$ cat src/rtl/conv_psum_accumulator.sv
// Sums KERNEL signed partial sums per output pixel, saturates to O_OUT bits and queues
// the result in a FIFO drained by valid/ready. Define CONV_PSUM_RELU_EN to clamp negatives to 0.
module conv_psum_accumulator #(
    parameter int I_PSUM     = 16,
    parameter int O_ACC      = 19,
    parameter int O_OUT      = 16,
    parameter int KERNEL     = 3,
    parameter int FIFO_DEPTH = 4
) (
    input  logic                      i_clk,
    input  logic                      i_rst,
    input  logic                      i_valid,
    input  logic [I_PSUM-1:0]         i_psum,
    output logic                      o_in_ready,
    input  logic                      i_clear,
    output logic                      o_valid,
    output logic [O_OUT-1:0]          o_data,
    input  logic                      i_ready,
    output logic [$clog2(KERNEL)-1:0] o_cnt
);
    // state | meaning
    // ACC   | accepting partial sums, building the current pixel
    // HOLD  | finished pixel parked in hold register until the FIFO has room
    localparam logic [0:0] ST_ACC  = 1'b0;
    localparam logic [0:0] ST_HOLD = 1'b1;

    localparam int CNT_W = $clog2(KERNEL);
    localparam int PTR_W = $clog2(FIFO_DEPTH);
    localparam logic signed [O_ACC-1:0] SAT_MAX = O_ACC'((64'sd1 <<< (O_OUT - 1)) - 64'sd1);
    localparam logic signed [O_ACC-1:0] SAT_MIN = ~SAT_MAX;

    logic [0:0]               state;
    logic signed [O_ACC-1:0]  acc;
    logic [CNT_W-1:0]         cnt;
    logic [O_OUT-1:0]         hold;
    logic [O_OUT-1:0]         mem [FIFO_DEPTH];
    logic [PTR_W-1:0]         wr_ptr;
    logic [PTR_W-1:0]         rd_ptr;
    logic [PTR_W:0]           count;

    logic signed [O_ACC-1:0]  psum_ext;
    logic signed [O_ACC-1:0]  sum;
    logic [O_OUT-1:0]         sat_val;
    logic [O_OUT-1:0]         result;
    logic                     transfer;
    logic                     last;
    logic                     complete;
    logic                     full;
    logic                     pop;
    logic                     space;
    logic                     push;
    logic [O_OUT-1:0]         push_data;

    assign o_in_ready = (state == ST_ACC);
    assign o_valid    = (count != '0);
    assign o_data     = mem[rd_ptr];
    assign o_cnt      = cnt;

    assign psum_ext = {{(O_ACC - I_PSUM){i_psum[I_PSUM-1]}}, i_psum};
    assign sum      = acc + psum_ext;
    assign transfer = i_valid && o_in_ready;
    assign last     = (cnt == CNT_W'(KERNEL - 1));
    assign complete = transfer && !i_clear && last;
    assign full     = (count == (PTR_W + 1)'(FIFO_DEPTH));
    assign pop      = o_valid && i_ready;
    assign space    = !full || pop;

    always_comb begin
        sat_val = sum[O_OUT-1:0];
        if (sum > SAT_MAX)
            sat_val = SAT_MAX[O_OUT-1:0];
        else if (sum < SAT_MIN)
            sat_val = SAT_MIN[O_OUT-1:0];
    end

`ifdef CONV_PSUM_RELU_EN
    assign result = sat_val[O_OUT-1] ? '0 : sat_val;
`else
    assign result = sat_val;
`endif

    // A parked result always drains before new input is accepted, so the two push sources never collide.
    always_comb begin
        push      = 1'b0;
        push_data = result;
        if (state == ST_HOLD) begin
            push      = space;
            push_data = hold;
        end else if (complete) begin
            push = space;
        end
    end

    always_ff @(posedge i_clk or posedge i_rst) begin
        if (i_rst) begin
            state  <= ST_ACC;
            acc    <= '0;
            cnt    <= '0;
            hold   <= '0;
            wr_ptr <= '0;
            rd_ptr <= '0;
            count  <= '0;
            for (int i = 0; i < FIFO_DEPTH; i++)
                mem[i] <= '0;
        end else begin
            if (i_clear) begin
                acc <= '0;
                cnt <= '0;
            end else if (transfer) begin
                if (last) begin
                    acc <= '0;
                    cnt <= '0;
                end else begin
                    acc <= sum;
                    cnt <= cnt + 1'b1;
                end
            end

            if (state == ST_ACC) begin
                if (complete && !space) begin
                    hold  <= result;
                    state <= ST_HOLD;
                end
            end else if (space) begin
                state <= ST_ACC;
            end

            if (push) begin
                mem[wr_ptr] <= push_data;
                wr_ptr      <= wr_ptr + 1'b1;
            end
            if (pop)
                rd_ptr <= rd_ptr + 1'b1;

            case ({push, pop})
                2'b10:   count <= count + 1'b1;
                2'b01:   count <= count - 1'b1;
                default: count <= count;
            endcase
        end
    end
endmodule

$ cat config.mk
export PLATFORM = sky130hd
export DESIGN_NAME = conv_psum_accumulator
export DESIGN_NICKNAME = d
export VERILOG_FILES = /design/src/rtl/conv_psum_accumulator.sv
export SDC_FILE = /design/constraint.sdc
export NUM_CORES = 1
export LEC_CHECK = 0
export CORE_ASPECT_RATIO = 0.6
export CORE_MARGIN = 2
export CORE_UTILIZATION = 60
export CTS_CLUSTER_DIAMETER = 120
export DETAILED_ROUTE_END_ITERATION = 7
export PLACE_DENSITY = 0.87
export SYNTH_ARGS = -nofsm -noshare
export SYNTH_HDL_FRONTEND = slang
export SYNTH_SLANG_ARGS = --single-unit
$ cat constraint.sdc
create_clock -name i_clk -period 11.7 [get_ports i_clk]
set_clock_uncertainty 0.1 [all_clocks]
set_input_delay 2.34 -clock i_clk [delete_from_list [all_inputs] [get_ports i_clk]]
set_output_delay 2.34 -clock i_clk [all_outputs]
set_load 0.02 [all_outputs]
==> metrics, run 1 <==
top-area cell type share of the netlist area=between 40% and 50%; Nets=698; worst min path class=register to register; Post-DP Area=around 0.0067 mm^2; global-route wire length before repair=between 20000 and 30000 um; Crit. End Element=register; CTS buffer count=9; Tmin final=between 6 and 7 ns; Max Buffers Root-to-Sink=2; via count=a little over 5000; CP Cell Sequence=clkdlybuf4s50_1, ha_1, a21oi_1, nand4b_1, a21boi_1, a21o_1, mux2i_2, a31oi_4, o41ai_2, o21ai_0; num ports=41; Finished Layout Cells=a little under 800; Synth async-reset ratio=100%; Worst-path clk slew=roughly 0.070 ns; Internal=930 uW; combinational power share=approximately 41%; Top delay family on crit path=compound AO/OA/AOI/OAI gates; crit path launch type=input pin; Sequential Power Share=about 37%; mapped cell area=slightly above 0.006 mm^2; share of cells above drive strength 1=a little under a tenth; maximum number of pins on one net before global-route repair=84; clk_lat worst skew=between 0.3 and 0.4 ns; max-slew violation count=0; grt met3 use=between 5 and 6%; CP arrival=between 6 and 7 ns; antenna violations before repair=0; Slew HR=28.7%; ANT cells=0; leakage power=3.02 nW; power density cells=217 mW/mm^2; fin worst setup slack=5.33 ns; Post-Synth Adder-Cell Area=roughly 5.3%; required time worst endpoint=~12 ns; Iteration-0 DRC Markers=about 540; I/O Buffers=40; Max Clock Freq=between 0.15 and 0.2 GHz; Synth Net Count=around 700; post-cts resize count=0; Tcrit/Tclk final=54.4%; Post-Synth Simple-Gate Area=~16%; sw power=a little under 600 uW; Worst-Margin Slew=approximately 1.1 ns; critical path's slowest cell=mux2i_2; status=finished clean; first drt pass iteration count=6; Sw Ratio=~39%; largest area contributor in the netlist=dfrtp_1; Placer Congestion=between 0.9 and 1; busiest grt layer=met2; Final TNS setup=0 ns; Cells after DPL=776; met2 GRT Util=between 40% and 50%; Remaining Overflow, GRT=0; worst-path maximum fanout=25; Ys Warns=0; Max Cap Viol=0; gr usage total=slightly below 30%; Compound-Gate Fraction of Synth Area=about 22%; clk sinks=between 100 and 150; unrepaired setup endpoints after global routing=false; chip width=136 um; Area growth, synth to finish=11.7%; Fin Hold WS=between 0.3 and 0.4 ns; met1 Resource Use GR=between 40% and 50%; CP peak stage delay=between 0.8 and 0.9 ns; Seq/Total Area, Yosys=43.7%; Core Footprint=about 0.01 mm^2; Final Util=between 60% and 70%; post-CTS setup buffer count=0; Post-Route WL=15700 um; Mapped Cells=between 600 and 700; clock network fraction of design power=around a fifth; Power, Total=1.51 mW; Post-synth EDFFs=0; CP bufs+invs=1; cts hold-fix bufs=0; Syn Area/Cell=~9.8 um^2; pre-CTS WS=slightly above 5 ns; main combinational cell family by area after synthesis=compound AO/OA/AOI/OAI gates; die area=0.0112 mm^2; H-tree Lvls=3; Cell Rows=28; final hold vios=0; final setup vio count=0; Die H=~83 um; Crit Path Class=input pin to register; Synth cell types=just over 60; Synth area leaders=dfrtp_1 (44%), mux4_2 (5.8%), nand2_1 (5.0%); Top FF cell, synth=dfrtp_1; mux cell area share after synthesis=6.48%; design area=around 0.0070 mm^2; xor/xnor cell area share of the yosys netlist=under 10%; starting density of the core=around 62%; vias in the first global route=between 4000 and 5000; post-route antenna net violation count=0; TritonCTS clock tree=done; average vias per placed instance=approximately 6.5; Layout fillers=between 700 and 800; FF+latch count, synth=109; peak supply drop=approximately 0.14 mV; Detailed Place HPWL=approximately 11000 um; # DRC=0; WL per Instance=19.9 um; CTS Root Cell=clkbuf_16
## synthesized netlist by cell type, drive strengths merged (2+ instances only)
cell and instances:
a211o 2, a211oi 6, a21o 7, a21oi 35
a22o 12, a31oi 25, and2 8, and3 4
buf 17, clkbuf 22, dfrtp 109, fa 2
ha 23, inv 17, mux2i 4, mux4 16
nand2 83, nand2b 12, nand3 5, nand4 9
nand4b 2, nor2 61, nor2b 7, nor3 19
nor4 2, o211ai 7, o21a 6, o21ai 57
o311a 2, o31ai 14, o32ai 2, o41ai 6
or2 2, or3 2, or4 2, xnor2 12
xor2 7
## state kept, by name, indices dropped and copies added (netlist names)
name	flops
count	3
state	1
mem	64
rd_ptr	2
hold	16
wr_ptr	2
acc	19
o_cnt	2
## final cells by class
cell class	instances	area [um^2]	area share, %
Clock buffer	10	229	3.29
Clock inverter	4	73.8	1.06
Inverter	17	66.3	0.952
Multi-Input combinational cell	473	3280	47.1
Sequential cell	109	2730	39.2
Tap cell	135	169	2.43
Timing Repair Buffer	42	415	5.97
## layer usage
metal,part of all wire (%),up-vias
li1,-,2338
met1,45,2576
met2,46,228
met3,7.3,28
met4,1.5,0
met5,0,-
## worst register-to-register path, stage by stage (launching register included)
cell and delay (ns):
dfrtp_1 0.40, ha_1 0.29, a21oi_1 0.08, nand4b_1 0.31, a21boi_1 0.46, a21o_1 0.28
mux2i_2 0.89, a31oi_4 0.55, o41ai_2 0.59, o21ai_0 0.19
## cells in the final DEF, fill, tap and decap left out, types with 7 or more instances in the layout
cell	n
clkbuf_16	9
nor2b_1	7
o31ai_1	10
a21oi_1	34
a22o_1	12
nand4_1	8
o21ai_1	13
nor3_1	17
a31oi_1	24
dfrtp_1	109
mux4_2	16
ha_1	23
xor2_1	7
and2_1	8
o21ai_0	44
xnor2_1	12
clkdlybuf4s50_1	40
nor2_1	61
nand2_1	83
a21o_1	7
nand2b_1	12
inv_1	16
## power groups by stage
stage / Combinational [mW] / Sequential, mW / Clock, mW
6_report: 0.626 / 0.566 / 0.322
5_1_grt: 0.685 / 0.581 / 0.339
4_1_cts: 0.621 / 0.566 / 0.322
3_5_place_dp: 0.614 / 0.569 / 0
3_3_place_gp: 0.585 / 0.561 / 0
2_1_floorplan: 0.488 / 0.519 / 0
## worst paths after layout
check / from / endpoint / slack, ns / cells past startpoint
setup / recovery: i_psum[1] / mem[5] / 5.33 / 10
hold / removal: mem[6] / mem[6] / 0.38 / 2
setup reg to reg: acc[1] / mem[5] / 7.41 / 9
hold reg to reg: mem[6] / mem[6] / 0.38 / 2
max in group asynchronous: i_rst / acc[5] / 7.93 / 3
min in group asynchronous: i_rst / mem[58] / 2.21 / 2
## kinds of logic after synthesis
group | after synthesis
muxes | 20
AOI/OAI and AO/OA | 188
and+or+nand+nor | 221
xor gates and xnor gates | 19
buffers and inverters | 56
adders and majority gates | 25
DFF | 109
Power figures use the tool's default switching activity.
==> run 2: changes to the inputs <==
Settings changed: CORE_UTILIZATION 60 to 54, PLACE_DENSITY 0.87 to 0.83.
Clock period 11.7 ns to 5.7 ns, I/O delays scaled along.
==> metrics, run 2 (synthesis gave the netlist of run 1 again) <==
post-CTS setup buffer count=0; post-cts resize count=0; Tmin final=about 4.6 ns; Cells after DPL=791; Max Cap Viol=0; CTS buffer count=9; chip width=approximately 140 um; max-slew violation count=0; pre-CTS WS=0.875 ns; Final Util=roughly 63%; global-route wire length before repair=approximately 25000 um; TritonCTS clock tree=done; Fin Hold WS=~0.38 ns; Largest regs=mem (64), acc (19), hold (16); Area growth, synth to finish=12.9%; gr usage total=26.6%; required time worst endpoint=5.80 ns; Worst-Margin Slew=around 1.1 ns; Iteration-0 DRC Markers=between 500 and 600; Largest register FFs=64; Crit. End Element=register; cts hold-fix bufs=0; I/O Buffers=40; Post-DP Area=roughly 0.0067 mm^2; most flop-heavy register=mem; Register-to-Register Path Depth=10; unrepaired setup endpoints after global routing=false; status=finished clean; clk sinks=109; Post-Route WL=15500 um; Core Footprint=0.0113 mm^2; num ports=between 40 and 50; Cell Rows=30; Final TNS setup=0 ns; CP arrival=about 4.7 ns; Remaining Overflow, GRT=0; Slew HR=27.3%; average vias per placed instance=between 6 and 7; Die H=roughly 87 um; design area=0.00704 mm^2; power density cells=approximately 450 mW/mm^2; starting density of the core=a little under three fifths; Power, Total=3.14 mW; Nets=704; fin worst setup slack=1.11 ns; via count=between 5000 and 6000; first drt pass iteration count=5; Max Clock Freq=around 0.22 GHz; post-route antenna net violation count=0; Tcrit/Tclk final=80.6%; peak supply drop=around 0.22 mV; worst min path class=register to register; crit path launch type=input pin; final setup vio count=0; antenna violations before repair=0; # DRC=0; most frequent cells in the layout=dfrtp_1 (109), nand2_1 (83), nor2_1 (61); vias in the first global route=slightly below 5000; share of cells above drive strength 1=a little over a tenth; die area=0.0124 mm^2; clk_lat worst skew=about 0.36 ns; Worst-path clk slew=0.07 ns; ANT cells=0; CTS Root Cell=clkbuf_16; worst hold path stage count=2; Finished Layout Cells=just over 800; worst-path maximum fanout=25; Max Buffers Root-to-Sink=2; Crit Path Class=input pin to register; WL per Instance=approximately 19 um; final hold vios=0; Placer Congestion=0.988; leakage power=3.06 nW; commonest non-fill, non-tap cell in the layout=dfrtp_1; Detailed Place HPWL=approximately 11000 um; maximum number of pins on one net before global-route repair=72; H-tree Lvls=3
run 2: layout make-up:
class / instances / area, um^2
Timing Repair Buffer: 48 / 460
Tap cell: 144 / 180
Clock buffer: 9 / 225
Clock inverter: 7 / 98.8
Sequential cell: 109 / 2730
Multi-Input combinational cell: 473 / 3280
Inverter: 17 / 66.3
Fill cell: 914 / 4220
run 2: path summary, 6_finish.rpt:
check / start / endpoint / slack [ns]
max: i_psum[0] / mem[40] / 1.11
min: mem[59] / mem[59] / 0.38
max reg2reg: acc[1] / mem[40] / 1.95
max in group asynchronous: i_rst / mem[43] / 3.18
min reg2reg: mem[59] / mem[59] / 0.38
min in group asynchronous: i_rst / mem[7] / 1.21
run 2: per-layer routing:
metal	vias up	global-route usage (%)	wire length (um)
met5	-	0	0
met4	0	6.30	174
met3	20	6.43	1060
met2	174	41.6	6970
met1	2539	38.1	7300
li1	2342	-	-
run 2: critical path, stage by stage:
cell and delay, ns:
clkdlybuf4s50_1 0.47, ha_1 0.17, inv_1 0.05, fa_1 0.39, nand2b_1 0.20, a21oi_1 0.35, nor3_2 0.15, o21ai_1 0.23
a311o_1 0.51, a31oi_4 0.05, buf_4 0.27, o41ai_2 0.52, o21ai_0 0.17
run 2: power breakdown:
group | internal [mW] | leakage (nW) | switching [mW]
Clock | 0.388 | 0.156 | 0.297
Sequential | 0.973 | 1.47 | 0.187
Combinational | 0.575 | 1.44 | 0.718
==> run 3: changes to the inputs <==
Settings changed: CORE_UTILIZATION 54 to 60, PLACE_DENSITY 0.83 to 0.87.
Clock period 5.7 ns to 4.25 ns, I/O delays scaled along.
==> metrics, run 3 (synthesis gave the netlist of run 1 again) <==
CTS Root Cell=clkbuf_16; pre-CTS WS=-0.0221 ns; design area=a little over 0.007 mm^2; H-tree Lvls=3; min-delay src=mem[3]; Cell Rows=28; Tcrit/Tclk final=92.3%; Final Util=between 70% and 80%; Max Buffers Root-to-Sink=2; Area growth, synth to finish=15.7%; post-route antenna net violation count=0; gr usage total=between 20 and 30%; worst hold path stage count=2; Post-DP Area=between 0.006 and 0.007 mm^2; Worst-path clk slew=0.07 ns; clock network fraction of design power=around a fifth; Sw Ratio=about two fifths; post-cts resize count=0; clk sinks=roughly 110; CP peak stage delay=~0.52 ns; combinational power share=44.4%; Sequential Power Share=between 30% and 40%; WL per Instance=18.7 um; antenna violations before repair=0; final setup vio count=0; cts hold-fix bufs=0; most frequent cells in the layout=dfrtp_1 (109), nand2_1 (83), nor2_1 (61); Largest register FFs=64; status=finished clean; leakage power=3.18 nW; power density cells=approximately 600 mW/mm^2; Fin Hold WS=between 0.3 and 0.4 ns; commonest non-fill, non-tap cell in the layout=dfrtp_1; Max Cap Viol=0; via count=between 5000 and 6000; R2R setup slack=slightly below 0.9 ns; unrepaired setup endpoints after global routing=false; vias in the first global route=about 5000; hold path endpoint=mem[3]; Die H=about 83 um; Iteration-0 DRC Markers=between 300 and 400; worst min path class=register to register; RR Endpoint=mem[23]; average vias per placed instance=6.29; CP arrival=4.03 ns; critical path's slowest cell=o41ai_2; r2r startpoint=acc[7]; Max Clock Freq=0.255 GHz; worst-path maximum fanout=15; Post-Route WL=between 15000 and 20000 um; Crit Path Class=input pin to register; max-slew violation count=0; Tmin final=between 3 and 4 ns; Largest regs=mem (64), acc (19), hold (16); CP Cell Sequence=clkdlybuf4s50_1, ha_1, inv_1, fa_1, nand2b_1, a21oi_1, nor3_2, o21ai_1, a311o_1, a31oi_4, buf_12, o41ai_2, o21ai_1; crit path launch type=input pin; Crit. End Element=register; global-route wire length before repair=approximately 26000 um; Power, Total=about 4.2 mW; share of cells above drive strength 1=a little over an eighth; Core Footprint=0.00998 mm^2; Placer Congestion=around 1.0; clk_lat worst skew=0.35 ns; ANT cells=0; post-CTS setup buffer count=0; Finished Layout Cells=about 820; Cells after DPL=between 800 and 900; most flop-heavy register=mem; Slew HR=between 30% and 40%; maximum number of pins on one net before global-route repair=between 100 and 150; final hold vios=0; die area=0.0112 mm^2; sw power=approximately 1.6 mW; Detailed Place HPWL=about 11000 um; TritonCTS clock tree=done; peak supply drop=about 0.46 mV; I/O Buffers=40; Worst path most repeated cell=o21ai_1; num ports=41; # DRC=0; chip width=roughly 140 um; Nets=730; fin worst setup slack=between 0.3 and 0.4 ns; CTS buffer count=9; Remaining Overflow, GRT=0; starting density of the core=~62%; Worst-Margin Slew=slightly above 1 ns; Internal=roughly 2.6 mW; Final TNS setup=0 ns; required time worst endpoint=between 4 and 5 ns; first drt pass iteration count=5; Register-to-Register Path Depth=10
[run 3: power by group through the flow]
stage | clock network (mW) | logic [mW] | registers [mW]
after floorplan | 0 | 1.34 | 1.43
after global placement | 0 | 1.79 | 1.50
after detailed placement | 0 | 1.86 | 1.52
after CTS | 0.859 | 1.86 | 1.51
after global routing | 0.906 | 2.05 | 1.54
final | 0.850 | 1.88 | 1.51
[run 3: area by class of cell]
class	instances	area, um^2
multi-input combinational	473	3270
fill	697	2770
sequential	109	2730
timing repair buffer	74	681
clock buffer	10	229
tap	135	169
clock inverter	6	70.1
inverter	17	66.3
[run 3: worst max path at each step]
stage                          start       to  slack [ns]
after global placement     i_psum[0]   mem[4]        0.12
final                      i_psum[0]  mem[56]        0.33
after CTS                  i_psum[0]  mem[22]        0.34
after floorplan                i_rst   acc[0]        0.43
after detailed placement   i_psum[0]  mem[22]       -0.02
after global routing      i_psum[14]  mem[22]        0.11
[run 3: critical path: cells and delay by family]
family / cells / cell delay (ns)
AO/OA/AOI/OAI: 6 / 1.58
buffers and inverters: 3 / 0.70
adder cells (fa/ha/maj): 2 / 0.55
AND/OR/NAND/NOR: 2 / 0.34
[run 3: metal layers]
| layer | wire, um | part of all wire (%) | track usage, % |
|---|---|---|---|
| met1 | 7080 | 46 | 42.5 |
| met2 | 6820 | 44 | 42.8 |
| met3 | 1240 | 8.1 | 8.24 |
| met4 | 239 | 1.6 | 8.14 |
| met5 | 0 | 0 | 0 |
